<file path="config.mk">
export PLATFORM = sky130hd
export DESIGN_NAME = xor_parity_acc
export DESIGN_NICKNAME = d
export VERILOG_FILES = /design/src/rtl/xor_parity_acc.sv
export SDC_FILE = /design/constraint.sdc
export NUM_CORES = 1
export LEC_CHECK = 0
export CORE_ASPECT_RATIO = 1.4
export CORE_MARGIN = 8
export CORE_UTILIZATION = 25
export DETAILED_ROUTE_END_ITERATION = 8
export GPL_ROUTABILITY_DRIVEN = 1
export SLEW_MARGIN = 20
export SYNTH_ARGS = -nofsm -noshare
export SYNTH_HDL_FRONTEND = slang
export SYNTH_SLANG_ARGS = --single-unit
</file>
<file path="constraint.sdc">
create_clock -name clk -period 1.4 [get_ports clk]
set_input_delay 0.28 -clock clk [delete_from_list [all_inputs] [get_ports clk]]
set_output_delay 0.28 -clock clk [all_outputs]
set_load 0.005 [all_outputs]
</file>
<file path="src/rtl/xor_parity_acc.sv">
// xor_parity_acc
//   Accumulates XOR parity over frames of WIDTH-bit words. For each frame it
//   reports the column parity (bitwise XOR of every accepted word), the row
//   parity (reduction XOR of the column parity, inverted when ODD=1), the
//   number of accepted beats (saturating at MAX_LEN) and an overflow flag.
//
// Ports
//   clk        rising-edge clock
//   rst        synchronous active-high reset
//   in_valid   input word valid
//   in_ready   block can accept a word (low while a result is held)
//   in_data    input word
//   in_last    final word of the frame
//   out_valid  frame result valid
//   out_ready  consumer accepts the result
//   out_col    XOR of all accepted words in the frame
//   out_row    reduction XOR of out_col, XOR ODD
//   out_count  accepted beats in the frame, saturating at MAX_LEN
//   out_ovf    frame carried more than MAX_LEN beats
module xor_parity_acc #(
  parameter int WIDTH   = 8,
  parameter int ODD     = 0,
  parameter int MAX_LEN = 16,
  localparam int CW     = $clog2(MAX_LEN + 1)
) (
  input  logic             clk,
  input  logic             rst,
  input  logic             in_valid,
  output logic             in_ready,
  input  logic [WIDTH-1:0] in_data,
  input  logic             in_last,
  output logic             out_valid,
  input  logic             out_ready,
  output logic [WIDTH-1:0] out_col,
  output logic             out_row,
  output logic [CW-1:0]    out_count,
  output logic             out_ovf
);

  localparam logic [1:0] S_IDLE = 2'd0;
  localparam logic [1:0] S_ACC  = 2'd1;
  localparam logic [1:0] S_HOLD = 2'd2;

  localparam logic [CW-1:0] CNT_MAX = CW'(MAX_LEN);

  logic [1:0]       state;
  logic [WIDTH-1:0] acc;
  logic [CW-1:0]    cnt;
  logic             ovf;
  logic             beat;
  logic             at_max;

  // Beat counter increment that sticks at MAX_LEN.
  function automatic logic [CW-1:0] sat_inc(input logic [CW-1:0] c);
    if (c == CNT_MAX) return c;
    return c + 1'b1;
  endfunction

  assign in_ready  = (state != S_HOLD);
  assign out_valid = (state == S_HOLD);
  assign beat      = in_valid && in_ready;
  // A beat arriving with the counter already full means the frame is too long.
  assign at_max    = (cnt == CNT_MAX);
  assign out_row   = (^out_col) ^ 1'(ODD);

  always_ff @(posedge clk) begin
    if (rst) begin
      state     <= S_IDLE;
      acc       <= '0;
      cnt       <= '0;
      ovf       <= 1'b0;
      out_col   <= '0;
      out_count <= '0;
      out_ovf   <= 1'b0;
    end else begin
      case (state)
        S_IDLE, S_ACC: begin
          if (beat) begin
            if (in_last) begin
              // Fold the final word straight into the result and clear the
              // accumulator so the next frame starts clean.
              out_col   <= acc ^ in_data;
              out_count <= sat_inc(cnt);
              out_ovf   <= ovf | at_max;
              acc       <= '0;
              cnt       <= '0;
              ovf       <= 1'b0;
              state     <= S_HOLD;
            end else begin
              acc   <= acc ^ in_data;
              cnt   <= sat_inc(cnt);
              ovf   <= ovf | at_max;
              state <= S_ACC;
            end
          end
        end
        S_HOLD: begin
          if (out_ready) state <= S_IDLE;
        end
        default: state <= S_IDLE;
      endcase
    end
  end

endmodule
</file>
==> reports/metrics.csv <==
stage,metric,value,unit
die,die area,8510,sq um
layout,P&R area growth vs syn,44.03,%
routing,initial DRC count,52,
die,Top Ports,30,
worst_setup_path,worst-path fanout max,2,
cts,clk slew on worst S/H paths,0.06,ns
place,placed cell count,270,
die,Initial Utilization,25.20,%
yosys,Yosys Warn Count,0,
routing,TritonRoute pass-1 iters,4,
power_and_ir_drop,pwr dens,971.9,nW/um^2
yosys,largest cells by area after synthesis,"dfxtp_1, xnor2_1, nand3b_1",
worst_setup_path,"Req. time, crit path",1.12,ns
grt,Tot GR Track Use,7.894,%
layout,multi-input logic area,798.3,sq um
yosys,Synth Area per Inst,9.154,sq um
cts,Longest Clk Path Bufs,2,
worst_hold_path,Hold Startpoint,in_valid,
routing,DR vias,1235,
yosys,top post-synthesis cells by count,"dfxtp_1, nor2_1, a21oi_1, xnor2_1, nand3b_1",
yosys,number of synthesized flops with an enable pin,0,
sta,Final setup viols,1,
grt,first-pass GRT wire length,5.430,mm
routing,vias per inst,4.427,
sta,Max Clock Freq,0.6745,GHz
yosys,"count leader, synth",dfxtp_1,
place,DP Area,1968,sq um
yosys,synthesis-stage register bit count,30,
routing,Detailed Route WL,3.258,mm
yosys,Synth cell types,29,
cts,clock buffer count from CTS,5,
outcome,failing checks,setup timing,
worst_setup_path,Worst R2R Start,cnt[1],
sta,Slew Limit Fails,0,
sta,Final Critical Period,1.483,ns
cts,# hold bufs at CTS,0,
worst_setup_path,critical-path cell list,xnor2_2 > xnor2_1 > xnor2_1 > buf_2,
cts,worst skew pair latency,0.27,ns
layout,share of cells above drive strength 1,25.36,%
die,Die Y,106,um
worst_setup_path,Worst setup startpoint,out_col[3],
sta,RSZ-0062 raised after global routing,yes,
yosys,Syn Std Cell Area,1446,sq um
grt,global route total overflow,0,
sta,period utilisation layout,105.9,%
sta,Worst-Margin Slew,0.3013,ns
sta,setup ws final,-0.08252,ns
grt,initial antenna violation count,0,
place,post-DP HPWL,2.475,mm
die,core area,5739,sq um
worst_setup_path,critical path's slowest cell,dfxtp_2,
sta,clock skew,0.002688,ns
die,Die Wd,80.29,um
power_and_ir_drop,Max IR drop VDD,0.3953,mV
place,dpl ws,-0.2425,ns
cts,CTS root buf,clkbuf_8,
worst_setup_path,Crit Path Category,flop to primary output,
layout,non-filler instance count after layout,279,
grt,largest net degree at the start of global routing,25,
yosys,leading area contributor after synthesis,dfxtp_1,
routing,wire per inst,11.68,um
layout,nets,223,
worst_setup_path,Startpoint Class,flop,
layout,post-route cell area,2083,sq um
job,Max Cap Viol,0,
cts,H-Tree Depth,2,
place,I/O Buffers,29,
worst_hold_path,Worst Hold Class,input port to flop,
outcome,status,"finished, violations left",
power_and_ir_drop,overall power,2.025,mW
power_and_ir_drop,Lkg Pwr,0.8349,nW
sta,Slew HR,79.39,%
yosys,commonest register cell after synthesis,dfxtp_1,
yosys,"Net Count, Synth",173,
cts,CTS Sinks,30,
sta,Setup TNS,-0.08252,ns
layout,Fill cells,599,
worst_setup_path,Max stage delay on crit path,0.33,ns
place,gp weighted congestion,0.7365,
grt,number of global-route vias before repair,1238,
layout,antenna cells,0,
worst_setup_path,worst path arrival time,1.20,ns
yosys,Mapped Cells,158,
die,Site Rows,33,
cts,TritonCTS clock tree,done,
worst_setup_path,crit path capture type,primary output,
layout,register area,613.1,sq um
yosys,area share of the largest cell type after synthesis,41.52,%
worst_setup_path,Reg2Reg Setup Slack,0.10,ns
routing,antenna-violating nets left,0,
routing,DR DRC count,0,
sta,Fin. Hold Viols,0,
yosys,Async SR Flop Fraction,0,%
worst_setup_path,cell mode on critical path,xnor2_1,
yosys,"Seq/Total Area, Yosys",41.52,%
[registers in the layout (all words and copies together), names as in the netlist]
register and cells:
acc 8, out_col 8, cnt 5, out_count 5, state 2, out_ovf 1, ovf 1
[cells by family (layout without fill, tap and decap cells)]
kind of cell / Yosys count / in the layout / synth area share [%]
and+or+nand+nor: 57 / 57 / 22.49
AOI/OAI and AO/OA: 39 / 39 / 18.51
DFF: 30 / 30 / 41.52
xor gates and xnor gates: 18 / 18 / 10.90
buffers and inverters: 12 / 63 / 4.844
adders and majority gates: 2 / 2 / 1.730
[path summary, 6_finish.rpt]
| check | endpoint | cells past startpoint |
|---|---|---|
| worst max-delay path | out_row | 4 |
| worst min-delay path | state[0] | 3 |
| worst max register to register | out_count[0] | 5 |
| worst min register to register | out_count[2] | 2 |
[per-stage QoR]
step | hold slack, ns | utilization (%)
after floorplan | 0.3710 | -
after global placement | 0.4479 | 34.29
after detailed placement | 0.4436 | 34.29
after CTS | 0.4589 | 35.75
after global routing | 0.4763 | 36.30
final | 0.4569 | 36.30
[per-layer routing]
metal / wire length [um] / global-route usage, % / part of all wire [%]
met1: 1427 / 8.384 / 44
met2: 1599 / 13.57 / 49
met3: 170 / 2.703 / 5.2
met4: 60 / 3.525 / 1.8
met5: 0 / 0 / 0
[power by group]
part / switching [mW] / internal (mW)
clock network: 0.302 / 0.396
logic: 0.172 / 0.225
registers: 0.0295 / 0.901
[cell usage in the layout, fill, tap and decap left out, types with 2 or more instances in the layout]
cell type	n
nand2_1	4
xnor2_1	13
o21ai_0	12
clkdlybuf4s50_1	11
nor2_1	23
a211oi_2	7
xor2_1	4
dlygate4sd2_1	15
a211oi_1	3
a21oi_1	14
nor2b_1	2
dfxtp_2	10
nor3_1	4
buf_12	3
ha_1	2
dlymetal6s2s_1	2
nand3_1	3
nand3b_1	13
buf_4	20
dfxtp_1	20
clkbuf_8	6
inv_1	3
[cell type report]
type                    instances  share of cell area (%)
inverters                       3                  0.5405
clock inverters                 1                  0.2402
clock buffers                   7                   4.144
well taps                      70                   4.204
repair buffers                 52                   23.12
flip-flops and latches         30                   29.43
multi-input cells             116                   38.32
[worst max-delay path: cells and delay by family, from the launching register on]
family | cells | cell delay, ns
buffers and inverters | 1 | 0.12
DFF | 1 | 0.33
xor gates and xnor gates | 3 | 0.48
[timing repair]
action,CTS,global route
resized for setup,27,8
setup endpoints to repair,17,8
buffers inserted,0,1
pin swaps,2,0
hold endpoints to repair,0,0
(Power assumes the default switching activity.)
==> patch 1 (same flow settings) <==
Register the output `out_count` once more, without a reset; this adds one clock of latency there. The other outputs are not delayed to match.
--- a/src/rtl/xor_parity_acc.sv
+++ b/src/rtl/xor_parity_acc.sv
@@ -45,2 +45,4 @@
 
+  logic [CW-1:0] out_count_s0;
+
   logic [1:0]       state;
@@ -72,3 +74,3 @@
       out_col   <= '0;
-      out_count <= '0;
+      out_count_s0 <= '0;
       out_ovf   <= 1'b0;
@@ -82,3 +84,3 @@
               out_col   <= acc ^ in_data;
-              out_count <= sat_inc(cnt);
+              out_count_s0 <= sat_inc(cnt);
               out_ovf   <= ovf | at_max;
@@ -104,2 +106,6 @@
 
+  always_ff @(posedge clk) begin
+    out_count <= out_count_s0;
+  end
+
 endmodule
Check against the original RTL: not equivalent (a bounded check fails within 4 cycles, from zero or initial values and one cycle with rst high).
==> patch 1 against the unedited design <==
The flow still finishes with violations (negative setup slack). Worst hold slack lost 0.13 ns. Setup slack worse by 0.0018 ns. Wire length increased by 9.5%. Utilization increased by 0.62 points. Fmax is 0.12% lower. Synthesized cell count grew 3.2%. Power up 11%. Critical path depth did not move. Final area rose by 7.8%. Sequential cell count increased by 5. Area after synthesis up 6.9%.
==> patch 1: results (changes against the unedited design) <==
| Parameter | Value | Delta |
| --- | --- | --- |
| Run status | complete, but fails checks |  |
| Violations in the final reports | negative setup slack |  |
| Maximum fanout encountered on the critical timing path | 2 | unchanged |
| Net Count, Synth | 178 | +2.9% |
| Largest net degree at the start of global routing | 25 | unchanged |
| Post-route non-filler standard cell count | 287 | +2.9% |
| Total wire length after detailed routing | 3567 um | +9.5% |
| Synth Area in Compound Gates | 17.31% | -1.2 points |
| R2R cell count | 6 | +1 |
| Synth Instances | 163 | +3.2% |
| Synth Area in Adders | 1.618% | -0.11 points |
| Switching fraction of total power | 25.19% | +0.35 points |
| Met2 routing resource usage after global routing | 13.76% | +0.19 points |
| Global routing usage summed across all routing layers | 8.256% | +0.36 points |
| Ranking of synthesized cells by instance count | 35 x dfxtp_1, 23 x nor2_1, 14 x a21oi_1, 14 x xnor2_1, 13 x nand3b_1 |  |
| Final Wtd Congestion | 0.7733 | +5.0% |
| Share of layout cells above drive strength 1 | 26.98% | +1.6 points |
| Launching point of the worst reg2reg path | cnt[0] |  |
| Worst skew pair latency | 0.28 ns |  |
| Met3 track demand over resource | 1.815% | -0.89 points |
| CTS hold repair buffers | 0 | unchanged |
| Synthesized-area fraction occupied by xor and xnor cells | 10.19% | -0.71 points |
| Number of warnings printed during yosys synthesis | 0 | unchanged |
| Half-perimeter wire length after detailed placement | 2503 um | +1.1% |
| Worst reg2reg endpoint | cnt[0] |  |
| Skew final | 0.004504 ns | +0.001816 ns |
| 1st-iter DRT viols | 82 | +58% |
| Final critical-path setup slack | -0.08432 ns | -0.001801 ns |
| Most area-consuming cells after synthesis | dfxtp_1 45%, xnor2_1 7.9%, nand3b_1 6.3% |  |
| Measured slew at the worst slew-check pin | 0.3358 ns | +0.03449 ns |
| Global-route wire length before repair | 5740 um | +5.7% |
| Hold Path Origin | in_last |  |
| Layout Nets | 230 | +3.1% |
| Vias in the first global route | 1267 | +2.3% |
| Clock-pin slew on the worst setup and hold paths | 0.07 ns |  |
| Post-cts sizing count | 20 | -26% |
| Fraction of synthesized cell area taken by the top area cell type | 45.31% | +3.8 points |
| Min-Delay Path Depth | 2 | -1 |
| Register-to-Register Setup Slack | 0.12 ns | +0.02 ns |
| Fraction of the yosys area taken by sequential cells | 45.31% | +3.8 points |
| Worst Hold Margin | 0.3316 ns | -0.1253 ns |
| Cell count after placement | 278 | +3.0% |
| Vias per std cell | 4.523 | +2.2% |
| Worst supply voltage drop on vdd | 375.5 uV | -5.0% |
| Met1 routing resource usage after global routing | 9.258% | +0.87 points |
| Clock tree root driver cell | clkbuf_8 |  |
| Final count of negative-setup-slack endpoints | 1 | unchanged |
| Leakage | 0.9663 nW | +16% |
## patch 1: per-stage QoR
stage,setup WS (ns),instance area (um^2),setup TNS [ns]
floorplan,0.1921,1546,0
global placement,-0.2124,2078,-4.312
detailed placement,-0.2056,2078,-4.868
CTS,-0.1980,2171,-0.3609
global route,-0.1772,2246,-0.1848
finish,-0.08432,2246,-0.08432
## patch 1: power by group through the flow
stage / combinational (W) / sequential, W / clock [W]
after floorplan: 0.000202 / 0.00110 / 0
after global placement: 0.000433 / 0.00110 / 0
after detailed placement: 0.000434 / 0.00110 / 0
after CTS: 0.000417 / 0.00108 / 0.000753
after global routing: 0.000465 / 0.00109 / 0.000807
final: 0.000419 / 0.00108 / 0.000738
## patch 1: worst max-delay path by stage
| stage | from | endpoint | slack (ns) | cells past startpoint |
|---|---|---|---|---|
| after floorplan | cnt[0] | out_count_s0[0] | 0.19 | 5 |
| after global placement | out_col[1] | out_row | -0.21 | 4 |
| after detailed placement | in_valid | out_col[7] | -0.21 | 5 |
| after CTS | out_col[3] | out_row | -0.20 | 4 |
| after global routing | out_col[6] | out_row | -0.18 | 4 |
| final | out_col[4] | out_row | -0.08 | 4 |
## patch 1: critical path: cells and delay by family, from the launching register on
family	cells	cell delay [ns]
buffers and inverters	1	0.12
xor gates and xnor gates	3	0.47
DFF	1	0.32
## patch 1: routing by layer
metal	share of wire [%]	up-vias
met5	0	-
met4	2.2	0
met3	5.4	8
met2	49	25
met1	43	601
li1	-	664
## patch 1: area by class of cell
cell class / count / area (um^2)
fillers: 637 / 3837
multi-input cells: 116 / 825.8
flip-flops and latches: 35 / 711.9
repair buffers: 54 / 519.2
well taps: 72 / 90.09
clock buffers: 6 / 82.58
inverters: 3 / 11.26
clock inverters: 1 / 5.005
==> patch 2 (same settings) <==
Without the edit above. Set the parameter `WIDTH` to 6 (it was 8).
--- a/src/rtl/xor_parity_acc.sv
+++ b/src/rtl/xor_parity_acc.sv
@@ -20,3 +20,3 @@
 module xor_parity_acc #(
-  parameter int WIDTH   = 8,
+  parameter int WIDTH   = 6,
   parameter int ODD     = 0,
Ports: changed (resized in_data and out_col); port bits go from 30 to 26. No check against the original RTL was run, so the function may have changed too.
==> patch 2 against the unedited design <==
The run still ends with negative setup slack left. Clock skew about the same. Utilization decreased by 0.13 points. Power decreased by 19%. Final area decreased by 11%. Area after synthesis decreased by 9.0%. Critical path depth unchanged. Wire length decreased by 11%. First-iteration DRC count decreased by 29%. Setup slack improved by 0.034 ns. Sequential cell count decreased by 4. Combinational power decreased by 12%. Via count decreased by 13%. Worst hold slack improved by 0.0043 ns. Critical path type unchanged. Largest cell class unchanged. Highest routed layer unchanged.
==> patch 2: results (changes against the unedited design) <==
| Parameter | Value | Delta |
| --- | --- | --- |
| Leading registers by flop count | acc x6, out_col x6 |  |
| Maximum level of the CTS H-tree | 1 | -1 |
| Synth Instances | 136 | -14% |
| Worst supply voltage drop on vdd | 413.2 uV | +4.5% |
| End point of the worst hold path | out_count[2] |  |
| Final critical-path setup slack | -0.04891 ns | +0.03361 ns |
| Data arrival time at the worst-slack endpoint | 1.17 ns | -0.03 ns |
| Leakage | 0.7402 nW | -11% |
| Netlist cell types | 32 | +10% |
| Min-Delay Path Depth | 2 | -1 |
| Proportion of power drawn by flip-flops and latches | 49.2% | +3.3 points |
| Switching fraction of total power | 24.95% | +0.11 points |
| Half-perimeter wire length after detailed placement | 2272 um | -8.2% |
| Ranking of synthesized cells by instance count | 26 x dfxtp_1, 12 x a21oi_1, 11 x nand3b_1, 11 x nor2_1, 10 x xnor2_1 |  |
| Final Wtd Congestion | 0.7088 | -3.8% |
| PD cells | 883.3 nW/um^2 | -9.1% |
| Worst Hold Margin | 0.4612 ns | +0.004275 ns |
| Layout Nets | 194 | -13% |
| Vias | 1076 | -13% |
| 1st-iter DRT viols | 37 | -29% |
| Most area-consuming cells after synthesis | dfxtp_1 40%, a211oi_2 7.6%, xnor2_1 6.7% |  |
| Net Count, Synth | 149 | -14% |
| Global-route wire length before repair | 5078 um | -6.5% |
| Worst-case headroom to the max-slew limit | 79.46% | about the same |
| Total wire length after detailed routing | 2900 um | -11% |
| Count of port buffers added during placement | 25 | -14% |
| Violations in the final reports | negative setup slack |  |
| Run status | complete, but fails checks |  |
| Largest net degree at the start of global routing | 15 | -40% |
| Global routing usage summed across all routing layers | 7.801% | -0.093 points |
| Origin of the worst setup path | out_col[1] |  |
| Number of buffers created by CTS | 3 | -2 |
| Hold Crit Class | flop to flop |  |
| Register-to-Register Setup Slack | 0.13 ns | +0.03 ns |
| Final sum of negative setup slack | -0.04891 ns | +0.03361 ns |
| Cell count after placement | 242 | -10% |
| Comb group | 0.000348 W | -12% |
| Share of layout cells above drive strength 1 | 34.44% | +9.1 points |
| Fraction of the yosys area taken by sequential cells | 39.54% | -2.0 points |
| Final count of negative-setup-slack endpoints | 1 | unchanged |
[patch 2: layer usage]
layer	track usage [%]	up-vias	wire length (um)	part of all wire [%]
met5	0	-	0	0
met4	3.936	0	42	1.4
met3	1.937	4	117	4.0
met2	13.46	24	1392	48
met1	8.732	483	1347	46
li1	-	565	-	-
[patch 2: layout make-up]
cell class / instances / area share [%]
clock buffers: 4 / 2.973
multi-input cells: 100 / 40.54
well taps: 66 / 4.459
flip-flops and latches: 26 / 28.78
inverters: 3 / 0.6081
repair buffers: 47 / 22.64
[patch 2: cell families (layout without fill, tap and decap cells)]
family,count (synthesis),after routing,synth area share [%]
xor gates and xnor gates,14,14,9.315
adders and majority gates,2,2,1.901
buffers and inverters,10,54,4.942
AOI/OAI and AO/OA,33,33,18.63
DFF,26,26,39.54
and+or+nand+nor,51,51,25.67
[patch 2: timing repair]
item / in CTS / in global routing
endpoints found under the setup margin: 15 / 16
pin swaps: 2 / 3
gates resized for setup: 29 / 6
